## src/rtl/dpll_pkg.sv

```systemverilog
// Shared widths, lock-state encoding and integrator saturation helper for the DPLL loop filter.
package dpll_pkg;

  localparam int unsigned DPLL_PW = 32;
  localparam int unsigned DPLL_MW = 16;

  typedef enum logic [1:0] {
    UNLOCKED = 2'd0,
    ACQUIRE  = 2'd1,
    LOCKED   = 2'd2,
    LOSING   = 2'd3
  } lock_state_e;

  typedef enum logic [1:0] {
    SAT_NONE = 2'd0,
    SAT_HI   = 2'd1,
    SAT_LO   = 2'd2
  } sat_e;

  // Saturating add reduced to a clip decision: the caller forms the narrow sum itself,
  // which is exact whenever no clipping occurs.
  function automatic sat_e sat_add(input logic signed [63:0] a,
                                   input logic signed [63:0] b,
                                   input logic signed [63:0] lim);
    logic signed [63:0] sum;
    sum = a + b;
    if (sum > lim)
      return SAT_HI;
    else if (sum < -lim)
      return SAT_LO;
    return SAT_NONE;
  endfunction

endpackage

```

## src/rtl/dpll_lock_detect.sv

```systemverilog
// Lock detector: hysteretic four-state FSM with a run-length counter, advanced once per sample.
module dpll_lock_detect
  import dpll_pkg::*;
#(
  parameter int unsigned     PW            = DPLL_PW,
  parameter logic [PW-1:0]   LOCK_THRESH   = 32'h0100_0000,
  parameter logic [PW-1:0]   UNLOCK_THRESH = 32'h0400_0000,
  parameter int unsigned     LOCK_COUNT    = 64
) (
  input  logic          i_clk,
  input  logic          i_reset,
  input  logic          i_valid,
  input  logic          i_gate,
  input  logic [PW-1:0] i_ae,
  output logic          o_locked
);

  localparam int unsigned   CW   = $clog2(LOCK_COUNT + 1);
  localparam logic [CW-1:0] LAST = CW'(LOCK_COUNT);
  localparam logic [CW-1:0] ONE  = CW'(1);

  lock_state_e   state_q, state_d;
  logic [CW-1:0] count_q, count_d;
  logic          in_lock, out_lock;

  assign in_lock  = i_gate && (i_ae < LOCK_THRESH);
  assign out_lock = !i_gate || (i_ae >= UNLOCK_THRESH);

  always_ff @(posedge i_clk) begin
    if (i_reset) begin
      state_q <= UNLOCKED;
      count_q <= '0;
    end else begin
      state_q <= state_d;
      count_q <= count_d;
    end
  end

  always_comb begin
    state_d = state_q;
    count_d = count_q;
    if (i_valid) begin
      case (state_q)
        UNLOCKED: begin
          if (in_lock) begin
            state_d = ACQUIRE;
            count_d = ONE;
          end else begin
            count_d = '0;
          end
        end
        ACQUIRE: begin
          if (!in_lock) begin
            state_d = UNLOCKED;
            count_d = '0;
          end else if (count_q + ONE == LAST) begin
            state_d = LOCKED;
            count_d = '0;
          end else begin
            count_d = count_q + ONE;
          end
        end
        LOCKED: begin
          if (out_lock) begin
            state_d = LOSING;
            count_d = ONE;
          end else begin
            count_d = '0;
          end
        end
        LOSING: begin
          if (!out_lock) begin
            state_d = LOCKED;
            count_d = '0;
          end else if (count_q + ONE == LAST) begin
            state_d = UNLOCKED;
            count_d = '0;
          end else begin
            count_d = count_q + ONE;
          end
        end
        default: begin
          state_d = UNLOCKED;
          count_d = '0;
        end
      endcase
    end
  end

  assign o_locked = (state_q == LOCKED) || (state_q == LOSING);

endmodule

```

## src/rtl/dpll_loop_filter.sv

```systemverilog
// DPLL PI loop filter: 3-stage pipeline from CORDIC phase error to NCO step, with lock detection.
module dpll_loop_filter
  import dpll_pkg::*;
#(
  parameter int unsigned   PW            = DPLL_PW,
  parameter int unsigned   MW            = DPLL_MW,
  parameter logic [MW-1:0] MAG_MIN       = 16'd256,
  parameter logic [PW-1:0] INT_LIM       = 32'h1000_0000,
  parameter logic [PW-1:0] LOCK_THRESH   = 32'h0100_0000,
  parameter logic [PW-1:0] UNLOCK_THRESH = 32'h0400_0000,
  parameter int unsigned   LOCK_COUNT    = 64
) (
  input  logic          i_clk,
  input  logic          i_reset,
  input  logic          i_stb,
  input  logic [MW-1:0] i_mag,
  input  logic [PW-1:0] i_phase,
  input  logic [PW-1:0] i_base_step,
  input  logic [4:0]    i_kp_shift,
  input  logic [4:0]    i_ki_shift,
  input  logic          i_int_clr,
  output logic          o_valid,
  output logic [PW-1:0] o_step,
  output logic          o_locked,
  output logic [PW-1:0] o_int
);

  localparam logic [PW-1:0] E_MIN   = {1'b1, {(PW-1){1'b0}}};
  localparam logic [PW-1:0] E_MAX   = {1'b0, {(PW-1){1'b1}}};
  localparam logic [PW-1:0] NEG_LIM = -INT_LIM;

  logic                 s1_valid, s1_gate;
  logic signed [PW-1:0] s1_e;
  logic [PW-1:0]        s1_ae;
  logic                 s2_valid;
  logic signed [PW-1:0] s2_p;
  logic signed [PW-1:0] int_q;

  logic                 gate_in;
  logic [PW-1:0]        ae_in;
  logic signed [PW-1:0] kp_term, ki_term, int_upd;
  sat_e                 sat_dir;
  logic                 det_locked;

  assign gate_in = $signed({i_mag[MW-1], i_mag}) >= $signed({1'b0, MAG_MIN});

  always_comb begin
    ae_in = i_phase;
    if (i_phase == E_MIN)
      ae_in = E_MAX;
    else if (i_phase[PW-1])
      ae_in = -i_phase;
  end

  // Shifts are taken in their own assignments so the arithmetic shift keeps signed context.
  always_comb begin
    kp_term = s1_e >>> i_kp_shift;
    ki_term = s1_e >>> i_ki_shift;
    sat_dir = sat_add({{(64-PW){int_q[PW-1]}}, int_q},
                      {{(64-PW){ki_term[PW-1]}}, ki_term},
                      {{(64-PW){1'b0}}, INT_LIM});
    case (sat_dir)
      SAT_HI:  int_upd = INT_LIM;
      SAT_LO:  int_upd = NEG_LIM;
      default: int_upd = int_q + ki_term;
    endcase
  end

  always_ff @(posedge i_clk) begin
    if (i_reset) begin
      s1_valid <= 1'b0;
      s1_gate  <= 1'b0;
      s1_e     <= '0;
      s1_ae    <= '0;
      s2_valid <= 1'b0;
      s2_p     <= '0;
      int_q    <= '0;
      o_valid  <= 1'b0;
      o_step   <= '0;
      o_int    <= '0;
      o_locked <= 1'b0;
    end else begin
      s1_valid <= i_stb;
      if (i_stb) begin
        s1_e    <= i_phase;
        s1_gate <= gate_in;
        s1_ae   <= ae_in;
      end

      s2_valid <= s1_valid;
      if (s1_valid)
        s2_p <= s1_gate ? kp_term : '0;

      if (i_int_clr)
        int_q <= '0;
      else if (s1_valid && s1_gate)
        int_q <= int_upd;

      o_valid <= s2_valid;
      if (s2_valid) begin
        o_step   <= i_base_step + s2_p + int_q;
        o_int    <= int_q;
        o_locked <= det_locked;
      end
    end
  end

  dpll_lock_detect #(
    .PW            (PW),
    .LOCK_THRESH   (LOCK_THRESH),
    .UNLOCK_THRESH (UNLOCK_THRESH),
    .LOCK_COUNT    (LOCK_COUNT)
  ) u_lock (
    .i_clk    (i_clk),
    .i_reset  (i_reset),
    .i_valid  (s1_valid),
    .i_gate   (s1_gate),
    .i_ae     (s1_ae),
    .o_locked (det_locked)
  );

endmodule
```

## config.mk

```make
export PLATFORM = sky130hd
export DESIGN_NAME = dpll_loop_filter
export DESIGN_NICKNAME = d
export VERILOG_FILES = /design/src/rtl/dpll_pkg.sv /design/src/rtl/dpll_lock_detect.sv /design/src/rtl/dpll_loop_filter.sv
export SDC_FILE = /design/constraint.sdc
export NUM_CORES = 1
export LEC_CHECK = 0
export BUFFER_PORTS_ARGS = -buffer_cell sky130_fd_sc_hd__buf_2
export CAP_MARGIN = 20
export CORE_ASPECT_RATIO = 1.4
export CORE_MARGIN = 1
export CORE_UTILIZATION = 35
export CTS_CLUSTER_SIZE = 28
export DETAILED_ROUTE_END_ITERATION = 16
export GPL_TIMING_DRIVEN = 1
export SLEW_MARGIN = 20
export SYNTH_ARGS = -nofsm -noshare
export SYNTH_HDL_FRONTEND = slang
export SYNTH_SLANG_ARGS = --single-unit
export TNS_END_PERCENT = 30
```

## constraint.sdc

```tcl
create_clock -name i_clk -period 16 [get_ports i_clk]
set_input_delay 3.2 -clock i_clk [delete_from_list [all_inputs] [get_ports i_clk]]
set_output_delay 3.2 -clock i_clk [all_outputs]
set_load 0.02 [all_outputs]
```

==> key figures <==
Synth
  – Synth Flop Type: dfxtp_1
  – Synthesized area per cell: 8.12 sq um
  – Synth Net Count: approximately 2000
  – Post-synth ARST share: 0%
  – Flops & latches, synth: 182
  – Seq/Total Area, Yosys: between 20% and 30%
  – Ys Warns: 0
  – Cell count after synthesis: 1807
  – Mapped Area: 14700 sq um
  – Post-synth EDFFs: 0
  – Synth cell types: 80

Clocking
  – Clock edge transition at the registers on the reported setup and hold paths: 0.08 ns
  – Post-CTS Setup Bufs: 0
  – Cts repair resizes: 0
  – CTS root buf: clkbuf_16
  – CTS tree: yes
  – CTS Hold Bufs: 0
  – CTS sink cnt: 182
  – Max H-tree Level: 4
  – Max clock buf depth: 2
  – Clock Latency Late Sink: 0.45 ns
  – TritonCTS Buffers: 17

Floorplan
  – Core ar.: 41300 sq um
  – Number of placement rows: 88
  – Die extent in y: 244 microns
  – Ports: 160
  – Initial core utilization: 35.5%
  – Die area: between 40000 and 50000 sq um
  – Die X: 175 microns

Pwr
  – Sequential power share: 40.5%
  – Clock power frac: a little under two fifths
  – Leakage: roughly 0.0068 uW
  – Psw: 399 uW
  – Gate power share: 21.8%
  – VDD IR-drop max: 0.0000768 V
  – Internal power: 788 uW
  – Switching Fraction: 33.6%
  – PwrDens: 72.8 nW/um^2

STA
  – TNS Setup: 0 ns
  – Max-slew violations: 0
  – Worst clock skew: around 0.012 ns
  – RSZ-0062 raised after global routing: false
  – Slew @ Worst Pin: 1.02 ns
  – Final hold violation count: 0
  – # setup viols final: 0
  – Max Fclk: 114 MHz
  – Final worst path period need: 8.80 ns
  – Fin crit share: 55.0%
  – Worst slew margin: 31.4%

Layout
  – Commonest non-fill, non-tap cell in the layout: nor2_1
  – Highest-count cells in the layout ignoring fill and taps: nor2_1, dfxtp_1, nand2_1, buf_2, mux2i_1
  – Share of cells above drive strength 1: 15.2%
  – Final Util: between 30% and 40%
  – # nets final: 2048
  – Area added between synthesis and finish: 11.2%
  – Fill cells: 4249
  – Design area: 16300 sq um

Global route
  – Global-route wire length before repair: 72.6 mm
  – Largest net degree at the start of global routing: 90
  – Gr usage total: 21.8%
  – Vias in the first global route: 12600
  – Grt ovf: 0
  – Initial antenna violation count: 1

Route
  – Iter 0 DRT Violations: 1094
  – Via count: 13900
  – Met2 routed WL: between 20 and 25 mm
  – Post-DR vias/cell: around 5.8
  – DRC: 0
  – Metal-1 WL: 20.6 mm
  – TritonRoute pass-1 iters: 5
  – DR top layer: met4
  – WL final: between 40 and 50 mm
  – Antenna Nets Post-Route: 0
  – WL/cell: 19.9 microns
  – WL met3: 2.13 mm

Setup path
  – Nature of the critical path startpoint: input pin
  – Crit Path Max Fanout: 39
  – Worst Path Required: 16.39 ns
  – Worst Setup Path Type: in2reg
  – CP endpoint kind: register
  – CP Data Arrival Time: between 9 and 10 ns

Run status
  – Outcome: complete, no violations

Place
  – I/O Buffers: between 150 and 200
  – DP HPWL: 37.3 mm
  – Dpl cell area: 15700 sq um
  – RD Place Congestion: 0.933

Run
  – Max cap viols: 0

Min path
  – Worst min-delay path class: reg2reg
state kept, by name, indices dropped and copies added, names as in the netlist, 2 cells and up:
register and cells:
u_lock.state_q 2, int_q 32, s1_e 32, s1_ae 8, u_lock.count_q 7, o_int 32
s2_p 32, o_step 32
critical path, cell delays in order:
cell	delay (ns)
buf_2	0.72
mux4_2	0.64
nand2_1	0.09
o21ai_0	0.14
o21ai_0	0.31
o21ai_0	0.19
ha_1	0.43
o211ai_1	0.20
a21oi_1	0.29
nand4_1	0.23
a2111oi_2	0.60
nor2_1	0.16
a211oi_1	0.45
o2111a_1	0.29
o211a_1	0.81
o2111ai_1	0.25
nand3_1	0.16
layout make-up:
| class | count | area (sq um) | area share [%] |
|---|---|---|---|
| Sequential cell | 182 | 3650 | 22.4 |
| Clock buffer | 17 | 425 | 2.61 |
| Tap cell | 540 | 676 | 4.14 |
| Antenna cell | 1 | 2.50 | 0.0153 |
| Inverter | 40 | 150 | 0.920 |
| Clock inverter | 15 | 186 | 1.14 |
| Timing Repair Buffer | 160 | 826 | 5.06 |
| Multi-Input combinational cell | 1456 | 10400 | 63.8 |
power by group through the flow:
stage | clock (uW) | combinational, uW | sequential [uW]
after floorplan | 0 | 183 | 487
after detailed placement | 0 | 255 | 491
after global routing | 475 | 282 | 483
after global placement | 0 | 252 | 491
after CTS | 456 | 257 | 481
final | 447 | 259 | 481
worst paths after layout:
| kind | to | cells after the start | start | slack [ns] |
|---|---|---|---|---|
| worst min-delay path | s1_ae[31]$_SDFFE_PP0P_ | 2 | s1_ae[31]$_SDFFE_PP0P_ | 0.48 |
| worst max register to register | int_q[8]$_SDFFE_PP0P_ | 18 | s1_e[25]$_SDFFE_PP0P_ | 10.34 |
| worst max-delay path | int_q[8]$_SDFFE_PP0P_ | 17 | i_ki_shift[0] | 7.20 |
| worst min register to register | s1_ae[31]$_SDFFE_PP0P_ | 2 | s1_ae[31]$_SDFFE_PP0P_ | 0.48 |
cells by family after synthesis:
logic type	synth area share, %
compound gates	20.9
simple gates	19.8
fa+ha+maj	9.96
xor+xnor	3.16
flops	24.8
mux	16.9
buf+inv	4.40
metrics by stage:
step	cells	hold WS (ns)	worst slack, ns	power, uW
after detailed placement	2378	0.463	6.83	747
after global routing	2411	0.505	6.74	1240
after CTS	2410	0.476	7.29	1190
after floorplan	1807	0.445	7.80	670
after global placement	2378	0.459	6.64	743
final	2411	0.476	7.20	1190
routing by layer:
layer  vias to the layer above  track usage (%)
li1                       6712                -
met1                      6618             27.4
met2                       464             37.9
met3                        82             2.16
met4                         0             8.75
met5                         -                0
cell usage after synthesis, types with 5 or more instances:
| cell type | n | area [sq um] |
|---|---|---|
| and3_1 | 12 | 75.1 |
| a21o_1 | 27 | 203 |
| mux2_2 | 20 | 225 |
| ha_1 | 64 | 801 |
| or2_2 | 11 | 68.8 |
| inv_1 | 35 | 131 |
| or3_1 | 13 | 81.3 |
| fa_1 | 33 | 661 |
| o2111ai_1 | 10 | 87.6 |
| nand3_1 | 36 | 180 |
| nor3b_1 | 6 | 45.0 |
| nor3_1 | 51 | 255 |
| nand3b_1 | 6 | 45.0 |
| a31oi_1 | 12 | 75.1 |
| o21bai_1 | 9 | 67.6 |
| o21ai_0 | 137 | 686 |
| nor2_1 | 225 | 845 |
| nand2b_1 | 8 | 50.1 |
| xor2_1 | 19 | 166 |
| o31ai_1 | 10 | 75.1 |
| nand2_1 | 177 | 664 |
| a21oi_1 | 132 | 661 |
| and2_1 | 11 | 68.8 |
| a22oi_1 | 21 | 158 |
| a211oi_1 | 29 | 218 |
| o311ai_0 | 5 | 43.8 |
| nor4_1 | 9 | 56.3 |
| a32oi_1 | 17 | 149 |
| buf_1 | 21 | 78.8 |
| o211ai_1 | 20 | 150 |
| nand4_1 | 18 | 113 |
| mux2i_1 | 140 | 1400 |
| xnor2_1 | 34 | 298 |
| nor2b_1 | 12 | 75.1 |
| a211o_1 | 9 | 78.8 |
| clkbuf_1 | 104 | 390 |
| dfxtp_1 | 182 | 3640 |
| mux4_2 | 38 | 856 |
| o21a_1 | 9 | 67.6 |
Power figures use the tool's default switching activity.
